$ cat src/rtl/red_iterativa_der_izq.sv
// -----------------------------------------------------------------------------
// red_iterativa_der_izq
//
// Right-to-left (LSB to MSB) iterative magnitude comparator over K-bit words.
// A chain of K identical cells propagates a "greater-so-far" bit from bit 0
// up to bit K-1; the last cell yields Z = (A > B).
//
// Two independent views of the chain:
//   * Parallel path: the whole chain N and Z are registered every clock.
//   * Serial trace engine: on start, captures A/B/chain and replays them one
//     bit per clock, LSB first, for waveform inspection.
//
// Ports:
//   clk    in   system clock, rising edge
//   rst_n  in   asynchronous active-low reset
//   A, B   in   K-bit unsigned operands
//   start  in   request a serial trace of the current A/B (ignored while busy)
//   N      out  registered chain, N[i] = 1 iff A[i:0] > B[i:0]
//   Z      out  registered comparison result (= N[K-1])
//   busy   out  high while a trace is running
//   idx    out  bit index presented on the trace outputs
//   A_t    out  captured A bit at idx
//   B_t    out  captured B bit at idx
//   N_t    out  captured chain bit at idx
//   done   out  one-cycle pulse on the last trace step
// -----------------------------------------------------------------------------
module red_iterativa_der_izq #(
    parameter int unsigned K = 4,
    localparam int unsigned IW = $clog2(K)
) (
    input  logic          clk,
    input  logic          rst_n,
    input  logic [K-1:0]  A,
    input  logic [K-1:0]  B,
    input  logic          start,
    output logic [K-1:0]  N,
    output logic          Z,
    output logic          busy,
    output logic [IW-1:0] idx,
    output logic          A_t,
    output logic          B_t,
    output logic          N_t,
    output logic          done
);

    typedef enum logic {StIdle, StRun} state_e;

    localparam logic [IW-1:0] LastIdx = IW'(K - 1);

    // Cell chain
    logic [K-1:0] c;

    always_comb begin
        logic carry;
        carry = 1'b0;
        c     = '0;
        for (int unsigned i = 0; i < K; i++) begin
            // Strictly greater at this bit, or equal here and greater below.
            carry = (A[i] & ~B[i]) | (~(A[i] ^ B[i]) & carry);
            c[i]  = carry;
        end
    end

    // State
    state_e        state_q, state_d;
    logic [K-1:0]  n_q, n_d;
    logic          z_q, z_d;
    logic [IW-1:0] idx_q, idx_d;
    logic          a_t_q, a_t_d;
    logic          b_t_q, b_t_d;
    logic          n_t_q, n_t_d;
    logic          done_q, done_d;
    logic [K-1:0]  acap_q, acap_d;
    logic [K-1:0]  bcap_q, bcap_d;
    logic [K-1:0]  ncap_q, ncap_d;

    always_comb begin
        state_d = state_q;
        idx_d   = idx_q;
        a_t_d   = a_t_q;
        b_t_d   = b_t_q;
        n_t_d   = n_t_q;
        acap_d  = acap_q;
        bcap_d  = bcap_q;
        ncap_d  = ncap_q;
        done_d  = 1'b0;

        // Parallel path tracks live operands unconditionally.
        n_d = c;
        z_d = c[K-1];

        unique case (state_q)
            StIdle: begin
                if (start) begin
                    acap_d  = A;
                    bcap_d  = B;
                    ncap_d  = c;
                    idx_d   = '0;
                    // Trace outputs are registered, so bit 0 is loaded
                    // straight from the live operands on the capture edge.
                    a_t_d   = A[0];
                    b_t_d   = B[0];
                    n_t_d   = c[0];
                    state_d = StRun;
                end
            end
            StRun: begin
                if (idx_q != LastIdx) begin
                    idx_d  = idx_q + IW'(1);
                    a_t_d  = acap_q[idx_d];
                    b_t_d  = bcap_q[idx_d];
                    n_t_d  = ncap_q[idx_d];
                    // done is registered: raise it together with the last index.
                    done_d = (idx_d == LastIdx);
                end else begin
                    state_d = StIdle;
                end
            end
            default: state_d = StIdle;
        endcase
    end

    always_ff @(posedge clk or negedge rst_n) begin
        if (!rst_n) begin
            state_q <= StIdle;
            n_q     <= '0;
            z_q     <= 1'b0;
            idx_q   <= '0;
            a_t_q   <= 1'b0;
            b_t_q   <= 1'b0;
            n_t_q   <= 1'b0;
            done_q  <= 1'b0;
            acap_q  <= '0;
            bcap_q  <= '0;
            ncap_q  <= '0;
        end else begin
            state_q <= state_d;
            n_q     <= n_d;
            z_q     <= z_d;
            idx_q   <= idx_d;
            a_t_q   <= a_t_d;
            b_t_q   <= b_t_d;
            n_t_q   <= n_t_d;
            done_q  <= done_d;
            acap_q  <= acap_d;
            bcap_q  <= bcap_d;
            ncap_q  <= ncap_d;
        end
    end

    assign N    = n_q;
    assign Z    = z_q;
    assign busy = (state_q == StRun);
    assign idx  = idx_q;
    assign A_t  = a_t_q;
    assign B_t  = b_t_q;
    assign N_t  = n_t_q;
    assign done = done_q;

endmodule

$ cat config.mk
export PLATFORM = sky130hd
export DESIGN_NAME = red_iterativa_der_izq
export DESIGN_NICKNAME = d
export VERILOG_FILES = /design/src/rtl/red_iterativa_der_izq.sv
export SDC_FILE = /design/constraint.sdc
export NUM_CORES = 1
export LEC_CHECK = 0
export CORE_MARGIN = 2
export CORE_UTILIZATION = 52
export DETAILED_ROUTE_END_ITERATION = 7
export PLACE_DENSITY = 0.82
export SYNTH_ARGS = -nofsm -noshare
export SYNTH_HDL_FRONTEND = slang
export SYNTH_SLANG_ARGS = --single-unit
$ cat constraint.sdc
create_clock -name clk -period 4.8 [get_ports clk]
set_input_delay 0.96 -clock clk [delete_from_list [all_inputs] [get_ports clk]]
set_output_delay 0.96 -clock clk [all_outputs]
set_load 0.02 [all_outputs]
==> run metrics <==
Sw Ratio 0.3445; Crit Path Max Fanout 8; maximum buffer depth of the clock tree 2; DP Area 1284 sq um; slew margin rel. 0.3435; crit path time final 2508 ps; Comb power frac 0.450; ys flop type dfrtp_1; Synth Area in Compound Gates 0.09048; crit start category flip-flop; Congestion Overflow GR 0; CTS tree done; number of global-route vias before repair 724; post-synthesis instance area 1065 sq um; Gate Count Post-Synth 85; ANT cells 0; Worst VDD drop 389.0 uV; Data arrival, critical path 1550 ps; via count 709; post-synthesis mux area share 0.1516; # IOs 23; Critical Path RT 3840 ps; DRC Markers 0; Final nets 124; status finished, final reports clean; post-synth cell types 26; # resized after CTS 0; initial antenna violation count 0; count leader, synth dfrtp_1; DR vias/cell 5.291; DR WL met2 832 um; post-synthesis adder-cell area fraction 0.05875; height of the die 49.25 um; Post-synth ARST share 1.000; Synth Area in XOR/XNOR 0; top post-synthesis cells by area dfrtp_1, mux2_2, ha_1, mux4_2, o21ai_0; wl on met1 847 um; top sig layer met4; GP Congestion 0.7837; Final Hold Fails 0; Core Region 1942 sq um; Post-CTS Setup Bufs 0; type of the worst setup path flip-flop to output port; Syn Nets 101; worst-skew pair later-pin latency 310 ps; Design Area, Final 1311 sq um; Worst-path clk slew 110 ps; Routed Antenna Nets 0; Clock power frac 0.114; clk_skew 7.435 ps; critical path cell sequence clkdlybuf4s50_1; area delta synth->final 23.15%; post-synthesis sequential area ratio 0.5405; Setup-failing EPs final 0; Initial Util 0.5483; first-pass GRT wire length 3312 um; # rows 16; die area 2426 sq um; HPWL Detailed 1410 um; hold buffers post-CTS 0; drt wl/cell 13.45 um; share of Yosys cell area claimed by the top area cell type 0.5405; main combinational cell family by area after synthesis multiplexers; root buf cell clkbuf_4; Port Buffer Count 22; final WL 1802 um; max cap viols 0; delay-heaviest family, CP buffers and inverters; register bit count reported by yosys 23; Synth Area in Simple Gates 0.1081; Leak 0.6038 nW; switching pwr 0.0002662 W; sequential share of power 0.437; post-synthesis area per instance 12.53 sq um; First-pass DRT Iterations 4; internal power 0.0005066 W; Slew Viols, Final 0; CP endpoint kind output port; fmax 398.7 MHz; period utilization 0.5225; share of layout cells above drive strength 1 0.1589; H-tree Lvls 1; Yosys warnings 0; Tot GR Track Use 0.1813; Die Span X 49.25 um; power density over the cells 589.4 nW/um^2; area leader, netlist dfrtp_1; CTS Sinks 23; Bufs and invs on worst path 1; largest net degree at the start of global routing 24; Slew @ Worst Pin 981.7 ps; EDFF count, synth 0; Layout fillers 153; Post-synth top cells dfrtp_1, mux2_2, o21ai_0, nand2_1; Worst path max stage delay 670 ps; RSZ-0062 raised after global routing false; Slowest-stage cell, CP clkdlybuf4s50_1; 1st-iter DRT viols 4; setup_tns 0 ps; worst hold path class flip-flop to flip-flop; met3 WL 91 um; CTS Buf Count 3; Design Power 0.0007728 W
==> final cells by class <==
cell class | count | area (sq um) | share of cell area
Clock buffer | 3 | 22.52 | 0.01718
Clock inverter | 1 | 5.005 | 0.003817
Inverter | 5 | 18.77 | 0.01431
Multi-Input combinational cell | 53 | 435.4 | 0.3321
Sequential cell | 23 | 575.6 | 0.4389
Tap cell | 27 | 33.78 | 0.02576
Timing Repair Buffer | 22 | 220.2 | 0.1679
==> path summary, 6_finish.rpt <==
kind	from	to	slack, ps	cells past startpoint
min in group asynchronous	rst_n	ncap_q[0]	1170	1
worst min-delay path	bcap_q[1]	bcap_q[1]	500	2
max in group asynchronous	rst_n	A_t	3030	1
worst max-delay path	idx[0]	idx[0]	2290	1
worst max register to register	idx[0]	N_t	3020	5
worst min register to register	bcap_q[1]	bcap_q[1]	500	2
==> cells by family (layout without fill, tap and decap cells) <==
group	count (synthesis)	after routing
AND/OR/NAND/NOR	22	22
buffers and inverters	9	31
AO/OA/AOI/OAI	15	15
adder cells (fa/ha/maj)	5	5
flip-flops	23	23
multiplexers	11	11
==> cell usage in the layout (no fill, tap or decap) <==
cell / n
nand2_1: 7
or2_2: 1
and4b_1: 1
a21o_1: 2
nand2b_1: 4
mux4_2: 2
nor2b_1: 1
a22o_1: 1
inv_1: 5
nand3_1: 1
o221a_2: 1
mux2_2: 8
mux4_1: 1
clkbuf_4: 3
o21ai_0: 8
o22ai_1: 1
nor2_1: 4
a21oi_1: 1
dfrtp_1: 23
a32o_1: 1
and2_1: 1
or2b_2: 1
or2_1: 1
clkinv_2: 1
clkdlybuf4s50_1: 22
ha_1: 5
==> per-stage QoR <==
step,setup WS (ps),cells,hold WS (ps),utilization
after floorplan,2676,85,444.6,-
after global placement,2185,130,465.6,0.6611
after detailed placement,2164,130,475.4,0.6611
after CTS,2277,134,502.3,0.6753
after global routing,2203,134,526.6,0.6753
final,2292,134,498.2,0.6753
==> state kept, by name (all words and copies together), names as in the netlist, 2 cells and up <==
| name | count |
|---|---|
| N | 4 |
| idx | 2 |
| bcap_q | 4 |
| acap_q | 4 |
| ncap_q | 4 |
==> worst register-to-register path, stage by stage, from the launching register on <==
cell      delay, ps
dfrtp_1         570
inv_1            80
ha_1            370
mux4_2          310
nand2b_1        150
a32o_1          210
==> power by group through the flow <==
stage / Sequential [W] / Combinational (W) / Clock [W]
3_3_place_gp: 0.000340 / 0.000343 / 0
2_1_floorplan: 0.000358 / 0.000227 / 0
5_1_grt: 0.000351 / 0.000382 / 0.000101
4_1_cts: 0.000339 / 0.000353 / 0.0000900
6_report: 0.000337 / 0.000347 / 0.0000879
3_5_place_dp: 0.000344 / 0.000352 / 0
==> layer usage <==
layer	track usage	up-vias
li1	-	340
met1	0.2352	349
met2	0.2860	18
met3	0.05521	2
met4	0.06667	0
met5	0	-
Power figures use the tool's default switching activity.
